<file path="config.mk">
export PLATFORM = sky130hd
export DESIGN_NAME = scene_frame_loader_flat
export DESIGN_NICKNAME = d
export VERILOG_FILES = /design/src/rtl/scene_pkg.sv /design/src/rtl/scene_frame_loader_if.sv /design/src/rtl/irq_pulse_gen.sv /design/src/rtl/scene_frame_loader.sv /design/src/flat_wrapper.sv
export SDC_FILE = /design/constraint.sdc
export NUM_CORES = 1
export LEC_CHECK = 0
export BUFFER_PORTS_ARGS = -buffer_cell sky130_fd_sc_hd__buf_2
export CAP_MARGIN = 20
export CORE_ASPECT_RATIO = 0.6
export CORE_MARGIN = 5
export CORE_UTILIZATION = 50
export CTS_BUF_LIST = sky130_fd_sc_hd__clkbuf_4 sky130_fd_sc_hd__clkbuf_8 sky130_fd_sc_hd__clkbuf_16
export DETAILED_ROUTE_END_ITERATION = 16
export PLACE_DENSITY = 0.82
export SETUP_SLACK_MARGIN = 0.5
export SYNTH_ARGS = -nofsm -noshare
export SYNTH_HDL_FRONTEND = slang
export SYNTH_SLANG_ARGS = --single-unit
</file>
<file path="constraint.sdc">
create_clock -name CLK100MHZ -period 5 [get_ports CLK100MHZ]
set_input_delay 1 -clock CLK100MHZ [delete_from_list [all_inputs] [get_ports CLK100MHZ]]
set_output_delay 1 -clock CLK100MHZ [all_outputs]
set_load 0.005 [all_outputs]
</file>
<file path="src/rtl/scene_pkg.sv">
// rtl/scene_pkg.sv - shared types and constants for the scene frame loader
package scene_pkg;

    localparam logic [7:0] SCENE_MAGIC = 8'hA5;

    typedef enum logic [7:0] {
        OP_LOAD = 8'h01,
        OP_CAM  = 8'h02,
        OP_SWAP = 8'h03
    } opcode_e;

    // Upper 24 bits of a header word; the low 40 bits carry no meaning.
    typedef struct packed {
        logic [7:0] magic;
        logic [7:0] opcode;
        logic [7:0] count;
    } scene_hdr_t;

    typedef enum logic [1:0] {
        S_IDLE,
        S_SPHERES,
        S_CAMERA,
        S_DRAIN
    } state_e;

endpackage

</file>
<file path="src/rtl/scene_frame_loader_if.sv">
// rtl/scene_frame_loader_if.sv - word stream in, scene RAM write port out
interface scene_frame_loader_if #(
    parameter int ADDR_W = 4
);
    logic              i_word_dv;
    logic [63:0]       i_word;
    logic              o_wr_en;
    logic [ADDR_W-1:0] o_wr_addr;
    logic [63:0]       o_wr_data;

    modport master (
        output i_word_dv, i_word,
        input  o_wr_en, o_wr_addr, o_wr_data
    );

    modport slave (
        input  i_word_dv, i_word,
        output o_wr_en, o_wr_addr, o_wr_data
    );
endinterface

</file>
<file path="src/rtl/irq_pulse_gen.sv">
// rtl/irq_pulse_gen.sv - retriggerable fixed-length interrupt pulse
module irq_pulse_gen #(
    parameter int IRQ_CYC = 100
) (
    input  logic clk_i,
    input  logic rst_ni,
    input  logic i_trig,
    output logic o_irq
);
    localparam int CNT_W = $clog2(IRQ_CYC + 1);

    logic [CNT_W-1:0] cnt_q, cnt_d;

    // A trigger reloads the full length; otherwise count down to zero.
    always_comb begin
        cnt_d = cnt_q;
        if (i_trig) begin
            cnt_d = CNT_W'(IRQ_CYC);
        end else if (cnt_q != '0) begin
            cnt_d = cnt_q - CNT_W'(1);
        end
    end

    // Counter register.
    always_ff @(posedge clk_i or negedge rst_ni) begin
        if (!rst_ni) begin
            cnt_q <= '0;
        end else begin
            cnt_q <= cnt_d;
        end
    end

    assign o_irq = (cnt_q != '0);

endmodule

</file>
<file path="src/rtl/scene_frame_loader.sv">
// rtl/scene_frame_loader.sv - parses host word stream into scene RAM writes and camera updates
module scene_frame_loader
    import scene_pkg::*;
#(
    parameter int MAX_OBJ     = 16,
    parameter int ADDR_W      = 4,
    parameter int TIMEOUT_CYC = 1_000_000,
    parameter int IRQ_CYC     = 100
) (
    input  logic                 CLK100MHZ,
    input  logic                 ck_rst_,
    scene_frame_loader_if.slave  word_if,
    output logic [63:0]          o_cam_data,
    output logic                 o_cam_dv,
    output logic [ADDR_W:0]      o_obj_count,
    output logic                 o_swap,
    output logic                 o_frame_done,
    output logic                 o_err,
    output logic                 o_irq
);
    localparam int               TMO_W     = (TIMEOUT_CYC > 1) ? $clog2(TIMEOUT_CYC) : 1;
    localparam logic [TMO_W-1:0] TMO_LAST  = TMO_W'(TIMEOUT_CYC - 1);
    localparam logic [7:0]       MAX_OBJ_B = 8'(MAX_OBJ);

    state_e            state_q, state_d;
    logic [ADDR_W-1:0] idx_q, idx_d;
    logic [ADDR_W:0]   n_q, n_d;
    logic [7:0]        remaining_q, remaining_d;
    logic [TMO_W-1:0]  tmo_q, tmo_d;
    logic              err_q, err_d;
    logic [ADDR_W:0]   obj_count_q, obj_count_d;
    logic              wr_en_q, wr_en_d;
    logic [ADDR_W-1:0] wr_addr_q, wr_addr_d;
    logic [63:0]       wr_data_q, wr_data_d;
    logic [63:0]       cam_data_q, cam_data_d;
    logic              cam_dv_q, cam_dv_d;
    logic              swap_q, swap_d;
    logic              frame_done_q, frame_done_d;

    scene_hdr_t        hdr;
    logic              hdr_bad;
    logic              irq_trig;

    // Header decode, payload routing, drain and idle timeout.
    always_comb begin
        hdr          = word_if.i_word[63:40];
        hdr_bad      = 1'b0;
        state_d      = state_q;
        idx_d        = idx_q;
        n_d          = n_q;
        remaining_d  = remaining_q;
        tmo_d        = '0;
        err_d        = err_q;
        obj_count_d  = obj_count_q;
        wr_en_d      = 1'b0;
        wr_addr_d    = wr_addr_q;
        wr_data_d    = wr_data_q;
        cam_data_d   = cam_data_q;
        cam_dv_d     = 1'b0;
        swap_d       = 1'b0;
        frame_done_d = 1'b0;

        case (state_q)
            S_IDLE: begin
                if (word_if.i_word_dv) begin
                    if (hdr.magic != SCENE_MAGIC) begin
                        err_d = 1'b1;
                    end else begin
                        case (hdr.opcode)
                            OP_LOAD: begin
                                if (hdr.count == 8'd0) begin
                                    err_d        = 1'b0;
                                    obj_count_d  = '0;
                                    frame_done_d = 1'b1;
                                end else if (hdr.count <= MAX_OBJ_B) begin
                                    err_d   = 1'b0;
                                    idx_d   = '0;
                                    n_d     = hdr.count[ADDR_W:0];
                                    state_d = S_SPHERES;
                                end else begin
                                    hdr_bad = 1'b1;
                                end
                            end
                            OP_CAM: begin
                                if (hdr.count == 8'd1) begin
                                    err_d   = 1'b0;
                                    state_d = S_CAMERA;
                                end else begin
                                    hdr_bad = 1'b1;
                                end
                            end
                            OP_SWAP: begin
                                if (hdr.count == 8'd0) begin
                                    err_d        = 1'b0;
                                    swap_d       = 1'b1;
                                    frame_done_d = 1'b1;
                                end else begin
                                    hdr_bad = 1'b1;
                                end
                            end
                            default: hdr_bad = 1'b1;
                        endcase
                        // A malformed frame still owns its payload words; swallow them.
                        if (hdr_bad) begin
                            err_d = 1'b1;
                            if (hdr.count != 8'd0) begin
                                remaining_d = hdr.count;
                                state_d     = S_DRAIN;
                            end
                        end
                    end
                end
            end
            default: begin
                if (word_if.i_word_dv) begin
                    case (state_q)
                        S_SPHERES: begin
                            wr_en_d   = 1'b1;
                            wr_addr_d = idx_q;
                            wr_data_d = word_if.i_word;
                            idx_d     = idx_q + ADDR_W'(1);
                            if (({1'b0, idx_q} + (ADDR_W+1)'(1)) == n_q) begin
                                obj_count_d  = n_q;
                                frame_done_d = 1'b1;
                                state_d      = S_IDLE;
                            end
                        end
                        S_CAMERA: begin
                            cam_data_d   = word_if.i_word;
                            cam_dv_d     = 1'b1;
                            frame_done_d = 1'b1;
                            state_d      = S_IDLE;
                        end
                        S_DRAIN: begin
                            remaining_d = remaining_q - 8'd1;
                            if (remaining_q == 8'd1) begin
                                state_d = S_IDLE;
                            end
                        end
                        default: state_d = S_IDLE;
                    endcase
                end else if (tmo_q == TMO_LAST) begin
                    // Host went quiet mid-frame; abandon it, keep what was written.
                    err_d   = 1'b1;
                    state_d = S_IDLE;
                end else begin
                    tmo_d = tmo_q + TMO_W'(1);
                end
            end
        endcase

        irq_trig = frame_done_d | (err_d & ~err_q);
    end

    // State and output registers.
    always_ff @(posedge CLK100MHZ or negedge ck_rst_) begin
        if (!ck_rst_) begin
            state_q      <= S_IDLE;
            idx_q        <= '0;
            n_q          <= '0;
            remaining_q  <= '0;
            tmo_q        <= '0;
            err_q        <= 1'b0;
            obj_count_q  <= '0;
            wr_en_q      <= 1'b0;
            wr_addr_q    <= '0;
            wr_data_q    <= '0;
            cam_data_q   <= '0;
            cam_dv_q     <= 1'b0;
            swap_q       <= 1'b0;
            frame_done_q <= 1'b0;
        end else begin
            state_q      <= state_d;
            idx_q        <= idx_d;
            n_q          <= n_d;
            remaining_q  <= remaining_d;
            tmo_q        <= tmo_d;
            err_q        <= err_d;
            obj_count_q  <= obj_count_d;
            wr_en_q      <= wr_en_d;
            wr_addr_q    <= wr_addr_d;
            wr_data_q    <= wr_data_d;
            cam_data_q   <= cam_data_d;
            cam_dv_q     <= cam_dv_d;
            swap_q       <= swap_d;
            frame_done_q <= frame_done_d;
        end
    end

    irq_pulse_gen #(
        .IRQ_CYC (IRQ_CYC)
    ) u_irq (
        .clk_i  (CLK100MHZ),
        .rst_ni (ck_rst_),
        .i_trig (irq_trig),
        .o_irq  (o_irq)
    );

    assign word_if.o_wr_en   = wr_en_q;
    assign word_if.o_wr_addr = wr_addr_q;
    assign word_if.o_wr_data = wr_data_q;
    assign o_cam_data        = cam_data_q;
    assign o_cam_dv          = cam_dv_q;
    assign o_obj_count       = obj_count_q;
    assign o_swap            = swap_q;
    assign o_frame_done      = frame_done_q;
    assign o_err             = err_q;

endmodule

</file>
<file path="src/flat_wrapper.sv">
// flat-port wrapper written by rule: the top's interface ports become plain ports
module scene_frame_loader_flat import scene_pkg::*;
#(
    parameter int MAX_OBJ     = 16,
    parameter int ADDR_W      = 4,
    parameter int TIMEOUT_CYC = 1_000_000,
    parameter int IRQ_CYC     = 100
)
  (CLK100MHZ, ck_rst_, o_cam_data, o_cam_dv, o_obj_count, o_swap, o_frame_done, o_err, o_irq, word_if_i_word_dv, word_if_i_word, word_if_o_wr_en, word_if_o_wr_addr, word_if_o_wr_data);
  scene_frame_loader_if #(.ADDR_W(ADDR_W)) word_if_i ();
  input  logic CLK100MHZ;
  input  logic ck_rst_;
  output logic [63:0] o_cam_data;
  output logic o_cam_dv;
  output logic [ADDR_W:0] o_obj_count;
  output logic o_swap;
  output logic o_frame_done;
  output logic o_err;
  output logic o_irq;
  input wire logic [$bits(word_if_i.i_word_dv)-1:0] word_if_i_word_dv;
  input wire logic [$bits(word_if_i.i_word)-1:0] word_if_i_word;
  output wire logic [$bits(word_if_i.o_wr_en)-1:0] word_if_o_wr_en;
  output wire logic [$bits(word_if_i.o_wr_addr)-1:0] word_if_o_wr_addr;
  output wire logic [$bits(word_if_i.o_wr_data)-1:0] word_if_o_wr_data;
  assign word_if_i.i_word_dv = word_if_i_word_dv;
  assign word_if_i.i_word = word_if_i_word;
  assign word_if_o_wr_en = word_if_i.o_wr_en;
  assign word_if_o_wr_addr = word_if_i.o_wr_addr;
  assign word_if_o_wr_data = word_if_i.o_wr_data;
  scene_frame_loader #(.MAX_OBJ(MAX_OBJ), .ADDR_W(ADDR_W), .TIMEOUT_CYC(TIMEOUT_CYC), .IRQ_CYC(IRQ_CYC)) u_core (.CLK100MHZ(CLK100MHZ), .ck_rst_(ck_rst_), .word_if(word_if_i), .o_cam_data(o_cam_data), .o_cam_dv(o_cam_dv), .o_obj_count(o_obj_count), .o_swap(o_swap), .o_frame_done(o_frame_done), .o_err(o_err), .o_irq(o_irq));
endmodule
</file>
==> flow_summary.toml, run 1 <==
[status]
status = "finished, final reports clean"

[clocking]
cts_tree = "done"
clk_pin_slew_ps = 70
cts-buffers-inserted = 17
clk_latency_ps = 430
clk_path_buf_depth = 2
cts_hold_buf = 0
root_buffer = "clkbuf_16"
clock_sinks = 188
htree_num_levels = 4
post_cts_buffers = 0
cts_resized = 0

[worst_setup_path]
cp_max_fo = 56
critPathKind = "reg2reg"
startpoint_type = "register"
setup.worst_path.end_class = "register"
cp.arrival_ps = 3620
cp.required_ps = 5350

[synthesis]
synth_common_cells = "188 x dfrtp_1, 147 x nand2_1, 82 x mux2_2"
ys_warn_count = 0
synth_seq_cells = 188
synth_top_cell_area_share_pct = 57.0
synthesis.nets = 792
synth_edf_count = 0
yosys.area.top_type = "dfrtp_1"
async_flop_share_pct = 100
synth_most_common_cell = "dfrtp_1"
syn_area_per_cell_sq_um = 11.5
ys_seq_area_share_pct = 57.0
ys.flop_type = "dfrtp_1"
synth_cells = 716
netlist-cell-type-count = 74
synth.area.top_cells = "dfrtp_1 57%, mux2_2 11%, nand2_1 6.7%"
syn_area_sq_um = 8250

[global_routing]
antenna_found_initial = 0
overflow = 0
grt_pass1_vias = 6143
grt_max_degree = 111
grt_first_pass_wirelength_um = 33000
grt_util_all_layers_pct = 21.5

[die]
die_x_um = 176
num_rows = 36
die-area_sq_um = 19200
core_area_sq_um = 16200
ios = 210
initial_utilization_pct = 50.9
die_height_um = 109

[pwr]
leakage_nw = 5.19
ir_worst_vdd_uv = 296
power_density_nw_per_um2 = 543
total_power_w = 0.00545

[place]
place_congestion = 0.867
io_buffers = 209
hpwl_um = 14600

[final_layout]
fill_cells = 1322
fin_nets = 994
area.growth.synth_to_final_pct = 21.7
n_antenna_cell = 0
layout-drive-gt1-share_pct = 38.9

[sta]
rsz0062_at_grt = "no"
final.setup.tns_ps = 0
finalClockSkew_ps = 16.0
fin_crit_ps = 3270
final_hold_viol_count = 0
fmaxAchievable_mhz = 306
relSlewSlack_pct = 38.3
whs_ps = 475
finalCritPeriodShare_pct = 65.3
setup_viol = 0
tightest_slew_ps = 926
finalMaxSlewViolations = 0

[detailed_routing]
avgRoutedWirePerCell_um = 17.7
drc = 0
finalWirelength_um = 20200
drt-initial-drc-count = 538
antenna_left = 0
vias = 6083
drtPass1Iterations = 5
routed_via_density = 5.34

[flow_run]
max_cap_viol_count = 0

[min_path]
hp-class = "reg2reg"
[state kept, by name, indices dropped and copies added, names as in the netlist]
| signal | cells |
|---|---|
| u_core.state_q | 2 |
| u_core.idx_q | 4 |
| u_core.u_irq.cnt_q | 7 |
| u_core.o_cam_dv | 1 |
| u_core.o_cam_data | 64 |
| u_core.o_frame_done | 1 |
| u_core.o_err | 1 |
| u_core.tmo_q | 20 |
| u_core.n_q | 5 |
| u_core.remaining_q | 8 |
| u_core.word_if.o_wr_addr | 4 |
| u_core.word_if.o_wr_data | 64 |
| u_core.o_obj_count | 5 |
| u_core.o_swap | 1 |
| u_core.word_if.o_wr_en | 1 |
[path summary, 6_finish.rpt]
path	start	endpoint	slack, ps	cells past startpoint
max	u_core.state_q[0]$_DFFE_PN0P_	u_core.o_obj_count[0]$_DFFE_PN0P_	1730	8
min	u_core.word_if.o_wr_data[2]$_DFFE_PN0P_	u_core.word_if.o_wr_data[2]$_DFFE_PN0P_	480	2
max reg2reg	u_core.state_q[0]$_DFFE_PN0P_	u_core.o_obj_count[0]$_DFFE_PN0P_	1730	8
min reg2reg	u_core.word_if.o_wr_data[2]$_DFFE_PN0P_	u_core.word_if.o_wr_data[2]$_DFFE_PN0P_	480	2
max in group asynchronous	ck_rst_	u_core.tmo_q[12]$_DFF_PN0_	3420	2
min in group asynchronous	ck_rst_	u_core.o_cam_data[45]$_DFFE_PN0P_	690	1
[cell usage in the layout, fill, tap and decap left out, drive strengths merged, types with 15 or more instances in the layout]
cell	netlist	final
buf	18	210
inv	19	24
nor2	44	44
clkbuf	10	19
xnor2	15	15
nor3	18	18
nand2	148	148
mux2	90	90
nand3	16	16
dfrtp	188	188
o21ai	19	19
[layout make-up]
type	instances	area, sq um	share of cell area [%]
tap	209	262	2.61
clock inverter	13	130	1.30
clock buffer	18	433	4.31
multi-input combinational	481	3350	33.4
inverter	19	71.3	0.711
timing repair buffer	211	1080	10.8
sequential	188	4700	46.9
[worst max-delay path: stages (launching register included)]
cell and delay [ps]:
dfrtp_1 430, inv_1 120, ha_1 670, and2b_1 350
nand2_4 290, buf_4 540, o31ai_2 220, o21ai_1 280
a22o_1 220
[stage by stage]
step | utilization, % | cell area (sq um) | setup slack, ps | std cells
floorplan | - | 8250 | 2610 | 716
global placement | 58.4 | 9470 | 1900 | 1108
finish | 61.9 | 10000 | 1730 | 1139
CTS | 61.9 | 10000 | 1740 | 1139
detailed placement | 58.4 | 9470 | 1740 | 1108
global route | 61.9 | 10000 | 1480 | 1139
[per-layer routing]
metal / wire [um] / up-vias / GRT usage [%]
met5: 0 / - / 0
met3: 1800 / 14 / 7.66
li1: - / 2858 / -
met4: 207 / 0 / 5.06
met2: 8900 / 220 / 32.2
met1: 9250 / 2991 / 30.4
[logic make-up (layout without fill, tap and decap cells)]
group                    after synthesis  count (layout)  synth area share (%)
AO/OA/AOI/OAI                         64              64                  5.76
XOR/XNOR                              28              28                  3.14
adder cells (fa/ha/maj)                9               9                  1.37
buffers and inverters                 47             261                  2.47
flip-flops                           188             188                  57.0
multiplexers                          93              93                  12.9
AND/OR/NAND/NOR                      287             287                  17.3
[report_power, final]
group / switching [W] / internal (W)
registers: 0.000342 / 0.00210
clock network: 0.000632 / 0.000664
logic: 0.000830 / 0.000879
total: 0.00180 / 0.00364
Note: power is estimated with default switching activity, not from simulation.
==> inputs of run 2 (changes only) <==
==> constraint.sdc (replaced) <==
create_clock -name CLK100MHZ -period 3.1 [get_ports CLK100MHZ]
set_input_delay 0.62 -clock CLK100MHZ [delete_from_list [all_inputs] [get_ports CLK100MHZ]]
set_output_delay 0.62 -clock CLK100MHZ [all_outputs]
set_load 0.005 [all_outputs]
==> flow_summary.toml, run 2 (same netlist as run 1, synthesis figures left out) <==
[die]
die_height_um = 109
initial_utilization_pct = 50.9
die_x_um = 176
num_rows = 36
core_area_sq_um = 16200
die-area_sq_um = 19200
ios = 210

[pwr]
ir_worst_vdd_uv = 427
seqPwrFrac_pct = 44.5
power_frac_comb_pct = 31.5
p_sw_share_pct = 33.2
p_clk_share_pct = 24.0
internal-power_w = 0.00590
switching_power_w = 0.00293
power_density_nw_per_um2 = 872
leakage_nw = 5.25

[final_layout]
fin_cells = 1148
final_cell_mix = "208 x buf_2, 188 x dfrtp_1, 145 x nand2_1, 82 x mux2_2, 42 x nor2_1"
layout-drive-gt1-share_pct = 39.5
fin_nets = 1002
final_common_cell = "buf_2"
fill_cells = 1346
fin_util_pct = 62.4
n_antenna_cell = 0
area.growth.synth_to_final_pct = 22.7

[sta]
finalCritPeriodShare_pct = 78.4
final_hold_viol_count = 0
finalMaxSlewViolations = 0
relSlewSlack_pct = 56.3
fin_crit_ps = 2430
fmaxAchievable_mhz = 411
finalClockSkew_ps = 12.0
setup_viol = 0
rsz0062_at_grt = "no"
final.setup.tns_ps = 0
tightest_slew_ps = 655

[global_routing]
busiest_layer = "met2"
grt_util_all_layers_pct = 21.4
antenna_found_initial = 0
use_met3_pct = 6.63
grt_max_degree = 76
use_met2_pct = 32.5
overflow = 0
grt_first_pass_wirelength_um = 32800
grt_pass1_vias = 6283
use_met1_pct = 30.5

[detailed_routing]
drtPass1Iterations = 5
antenna_left = 0
vias = 6149
routed_via_density = 5.36
drc = 0
finalWirelength_um = 20200
avgRoutedWirePerCell_um = 17.6
drt-initial-drc-count = 437

[status]
status = "finished, final reports clean"

[clocking]
clk_path_buf_depth = 2
root_buffer = "clkbuf_16"
clk_pin_slew_ps = 70
clk_latency_ps = 420
htree_num_levels = 4
clock_sinks = 188
cts-buffers-inserted = 17
post_cts_buffers = 0
cts_resized = 0
cts_hold_buf = 0
cts_tree = "done"

[worst_setup_path]
startpoint_type = "register"
cp.arrival_ps = 1810
setup.worst_path.end_class = "primary output"
rr_worst_depth = 6
cp.required_ps = 2480
critPathKind = "reg2out"
cp_max_fo = 8

[min_path]
hp-class = "in2async"

[place]
place_congestion = 0.905
hpwl_um = 14900
io_buffers = 209
placed_cells = 1116

[flow_run]
max_cap_viol_count = 0
run 2: cell types whose count changed in the layout (fill, tap and decap cells not counted), sizes merged:
| cell | change |
|---|---|
| clkinvlp | -3 |
| inv | +3 |
| buf | +8 |
| clkbuf | -1 |
| clkinv | +2 |
run 2: routing by layer:
metal | vias up | part of all wire (%)
li1 | 2889 | -
met1 | 3051 | 46
met2 | 196 | 44
met3 | 13 | 8.5
met4 | 0 | 0.77
met5 | - | 0
run 2: final cells by class:
cell class                      instances  area [sq um]  area share [%]
Clock buffer                           17           425            4.20
Tap cell                              209           262            2.58
Multi-Input combinational cell        481          3350            33.1
Timing Repair Buffer                  219          1150            11.4
Sequential cell                       188          4700            46.5
Inverter                               19          71.3           0.704
Clock inverter                         15           151            1.50
run 2: final timing paths:
path | startpoint | endpoint | slack [ps]
setup / recovery | u_core.u_irq.cnt_q[0]$_DFFE_PN0P_ | o_irq | 670
hold / removal | ck_rst_ | u_core.o_cam_data[45]$_DFFE_PN0P_ | 200
setup reg to reg | u_core.idx_q[0]$_DFFE_PN0P_ | u_core.state_q[1]$_DFFE_PN0P_ | 810
hold reg to reg | u_core.word_if.o_wr_data[18]$_DFFE_PN0P_ | u_core.word_if.o_wr_data[18]$_DFFE_PN0P_ | 470
max in group asynchronous | ck_rst_ | u_core.o_frame_done$_DFF_PN0_ | 2060
min in group CLK100MHZ | word_if_i_word[24] | u_core.word_if.o_wr_data[24]$_DFFE_PN0P_ | 400
run 2: stage by stage:
step	worst slack [ps]	area, sq um	hold slack [ps]	power (W)
floorplan	1090	8250	324	0.00538
global placement	622	9550	454	0.00666
detailed placement	567	9550	456	0.00679
CTS	653	10100	234	0.00892
global route	536	10100	240	0.00944
finish	668	10100	195	0.00883
run 2: critical path, stage by stage (launching register included):
cell and delay, ps:
dfrtp_1 370, inv_1 80, ha_1 170, nand2b_1 150, nor4_4 390, inv_1 80, buf_2 140
run 2: power by group through the flow:
stage          Clock, W  Sequential [W]  Combinational [W]
2_1_floorplan         0         0.00398            0.00140
3_3_place_gp          0         0.00392            0.00274
3_5_place_dp          0         0.00396            0.00283
4_1_cts         0.00216         0.00393            0.00283
5_1_grt         0.00227         0.00404            0.00313
6_report        0.00212         0.00392            0.00278
==> inputs of run 3 (changes only) <==
--- a/config.mk
+++ b/config.mk
@@ -5,6 +5,7 @@
 export SDC_FILE = /design/constraint.sdc
 export NUM_CORES = 1
 export LEC_CHECK = 0
+export ABC_AREA = 1
 export BUFFER_PORTS_ARGS = -buffer_cell sky130_fd_sc_hd__buf_2
 export CAP_MARGIN = 20
 export CORE_ASPECT_RATIO = 0.6
==> constraint.sdc (replaced) <==
create_clock -name CLK100MHZ -period 2.25 [get_ports CLK100MHZ]
set_input_delay 0.45 -clock CLK100MHZ [delete_from_list [all_inputs] [get_ports CLK100MHZ]]
set_output_delay 0.45 -clock CLK100MHZ [all_outputs]
set_load 0.005 [all_outputs]
==> flow_summary.toml, run 3 <==
[status]
status = "finished, final reports clean"

[sta]
relSlewSlack_pct = 70.1
finalMaxSlewViolations = 0
final.setup.tns_ps = 0
tightest_slew_ps = 445
finalClockSkew_ps = 13.6
fin_crit_ps = 1870
final_hold_viol_count = 0
finalCritPeriodShare_pct = 83.3
setup_viol = 0
rsz0062_at_grt = "yes"
fmaxAchievable_mhz = 534

[clocking]
htree_num_levels = 4
cts-buffers-inserted = 17
cts_tree = "done"
root_buffer = "clkbuf_16"
clock_sinks = 188
clk_path_buf_depth = 2
clk_pin_slew_ps = 90
clk_latency_ps = 440

[pwr]
switching_power_w = 0.00258
ir_worst_vdd_uv = 440
leakage_nw = 5.66
power_frac_comb_pct = 16.4
seqPwrFrac_pct = 45.6
power_density_nw_per_um2 = 794
internal-power_w = 0.00592
p_clk_share_pct = 38.0
p_sw_share_pct = 30.4

[final_layout]
area.growth.synth_to_final_pct = 32.6
final_common_cell = "nand2_1"
fin_nets = 1229
fill_cells = 1204
layout-drive-gt1-share_pct = 31.8
final_cell_mix = "224 x nand2_1, 207 x buf_2, 186 x dfrtp_1, 144 x o21ai_0, 99 x inv_1"
n_antenna_cell = 0
fin_util_pct = 66.8

[die]
initial_utilization_pct = 50.4
num_rows = 36
ios = 210
die-area_sq_um = 18900
die_x_um = 174
core_area_sq_um = 16000
die_height_um = 108

[synthesis]
syn_area_per_cell_sq_um = 8.89
yosys.area.top_type = "dfrtp_1"
synth_most_common_cell = "nand2_1"
synth.area.mux_share_pct = 0
synth-simple-area-share_pct = 20.3
ys.flop_type = "dfrtp_1"
ys_warn_count = 0
synth.area.top_cells = "dfrtp_1 58%, nand2_1 11%, o21ai_0 9.5%"
synth_edf_count = 0
synth_seq_cells = 188
synth_cells = 908
synthesis.nets = 984
netlist-cell-type-count = 34
async_flop_share_pct = 100
synth_top_family_by_area = "simple AND/OR/NAND/NOR gates"
syn_area_sq_um = 8070
synth_common_cells = "236 x nand2_1, 188 x dfrtp_1, 154 x o21ai_0"
synth_fa_ha_area_share_pct = 1.39
synth_top_cell_area_share_pct = 58.3
synth-compound-area-share_pct = 11.3
ys_seq_area_share_pct = 58.3
synth_xor_area_share_pct = 1.74

[place]
io_buffers = 209
hpwl_um = 15300
place_congestion = 0.854

[detailed_routing]
vias = 7326
drt-initial-drc-count = 679
finalWirelength_um = 24000
avgRoutedWirePerCell_um = 17.5
antenna_left = 0
drtPass1Iterations = 5
routed_via_density = 5.33
drc = 0

[worst_setup_path]
setup.worst_path.end_class = "primary output"
path_delay_family = "flip-flops"
cp.arrival_ps = 1420
rr_worst_depth = 10
path_cells = "inv_2 > ha_4 > nand3_4 > nor2_4 > inv_2 > buf_6"
cpMaxStageDelayCell = "dfrtp_1"
worstPathBufferInverterCount = 3
crit_path_frequent_cell = "inv_2"
startpoint = "u_core.u_irq.cnt_q[0]$_DFFE_PN0P_"
r2r_start = "u_core.tmo_q[1]$_DFF_PN0_"
endpoint = "o_irq"
path_depth = 6
r2r_slack_ps = 410
cp_max_fo = 2
startpoint_type = "register"
max_stage_delay_ps = 400
critPathKind = "reg2out"
cp.required_ps = 1800
timing.rr.end = "u_core.u_irq.cnt_q[1]$_DFFE_PN0P_"

[min_path]
hp-class = "in2reg"

[global_routing]
antenna_found_initial = 2
grt_max_degree = 79
grt_first_pass_wirelength_um = 35400
grt_pass1_vias = 6749
overflow = 0
grt_util_all_layers_pct = 23.4

[flow_run]
max_cap_viol_count = 0
-- run 3: cell count changes in the layout (fill, tap and decap cells not counted), moves of 8 or more --
cell,delta
nor2_2,+10
mux2_2,-82
o21ai_1,+9
nor2_4,+11
nand3_2,+8
buf_4,+27
xnor2_1,-10
inv_1,+83
nand2_1,+79
o21ai_0,+128
nand2_2,+12
nand3_1,+13
-- run 3: what timing repair did --
item | 4_1_cts | 5_1_grt
setup endpoints to repair | 178 | 151
pin swaps | 11 | 23
resized for setup | 41 | 46
hold buffers | 1 | 0
buffers inserted | 21 | 7
gates cloned | 2 | 6
endpoints found under the hold margin | 25 | 0
-- run 3: cells by family after synthesis --
logic type      after synthesis
simple gates                375
flops                       188
compound gates              178
buf+inv                     142
xor+xnor                     16
fa+ha+maj                     9
-- run 3: cell type report --
type,count,area [sq um],share of cell area (%)
inverters,109,424,3.96
repair buffers,258,1610,15.0
clock inverters,15,230,2.15
clock buffers,17,425,3.97
well taps,209,262,2.44
multi-input cells,579,3050,28.5
flip-flops and latches,188,4710,44.0
-- run 3: worst min-delay path by stage --
stage / startpoint / endpoint / cells past startpoint
after floorplan: ck_rst_ / u_core.idx_q[0]$_DFFE_PN0P_ / 0
after global routing: word_if_i_word[39] / u_core.word_if.o_wr_data[39]$_DFFE_PN0P_ / 3
after CTS: word_if_i_word[20] / u_core.o_cam_data[20]$_DFFE_PN0P_ / 3
after detailed placement: ck_rst_ / u_core.word_if.o_wr_data[1]$_DFFE_PN0P_ / 1
final: word_if_i_word[23] / u_core.o_cam_data[23]$_DFFE_PN0P_ / 3
after global placement: ck_rst_ / u_core.word_if.o_wr_data[1]$_DFFE_PN0P_ / 1
-- run 3: metal layers --
layer	part of all wire [%]	track usage, %	routed length, um	vias up
met5	0.087	0	21	-
met4	1.6	5.36	382	4
met3	8.6	6.50	2060	43
met2	46	36.6	11100	337
met1	44	32.9	10500	3548
li1	-	-	-	3394
-- run 3: power by group through the flow --
| stage | sequential (W) | clock, W | combinational, W |
|---|---|---|---|
| 2_1_floorplan | 0.00388 | 0 | 0.000638 |
| 6_report | 0.00387 | 0.00323 | 0.00139 |
| 4_1_cts | 0.00385 | 0.00326 | 0.00127 |
| 3_5_place_dp | 0.00390 | 0 | 0.00110 |
| 5_1_grt | 0.00390 | 0.00340 | 0.00154 |
| 3_3_place_gp | 0.00389 | 0 | 0.00106 |
-- run 3: tightest hold or removal path, stage by stage --
cell,delay (ps)
buf_2,100
inv_1,50
o21ai_0,70
-- run 3: per-stage QoR --
stage	setup slack [ps]	area (sq um)	cells	total power (W)	hold slack (ps)
after floorplan	580	8070	908	0.00452	154
after global routing	342	10700	1375	0.00885	280
after CTS	381	10400	1362	0.00837	269
final	377	10700	1375	0.00850	272
after global placement	316	9390	1306	0.00496	339
after detailed placement	241	9390	1306	0.00500	339
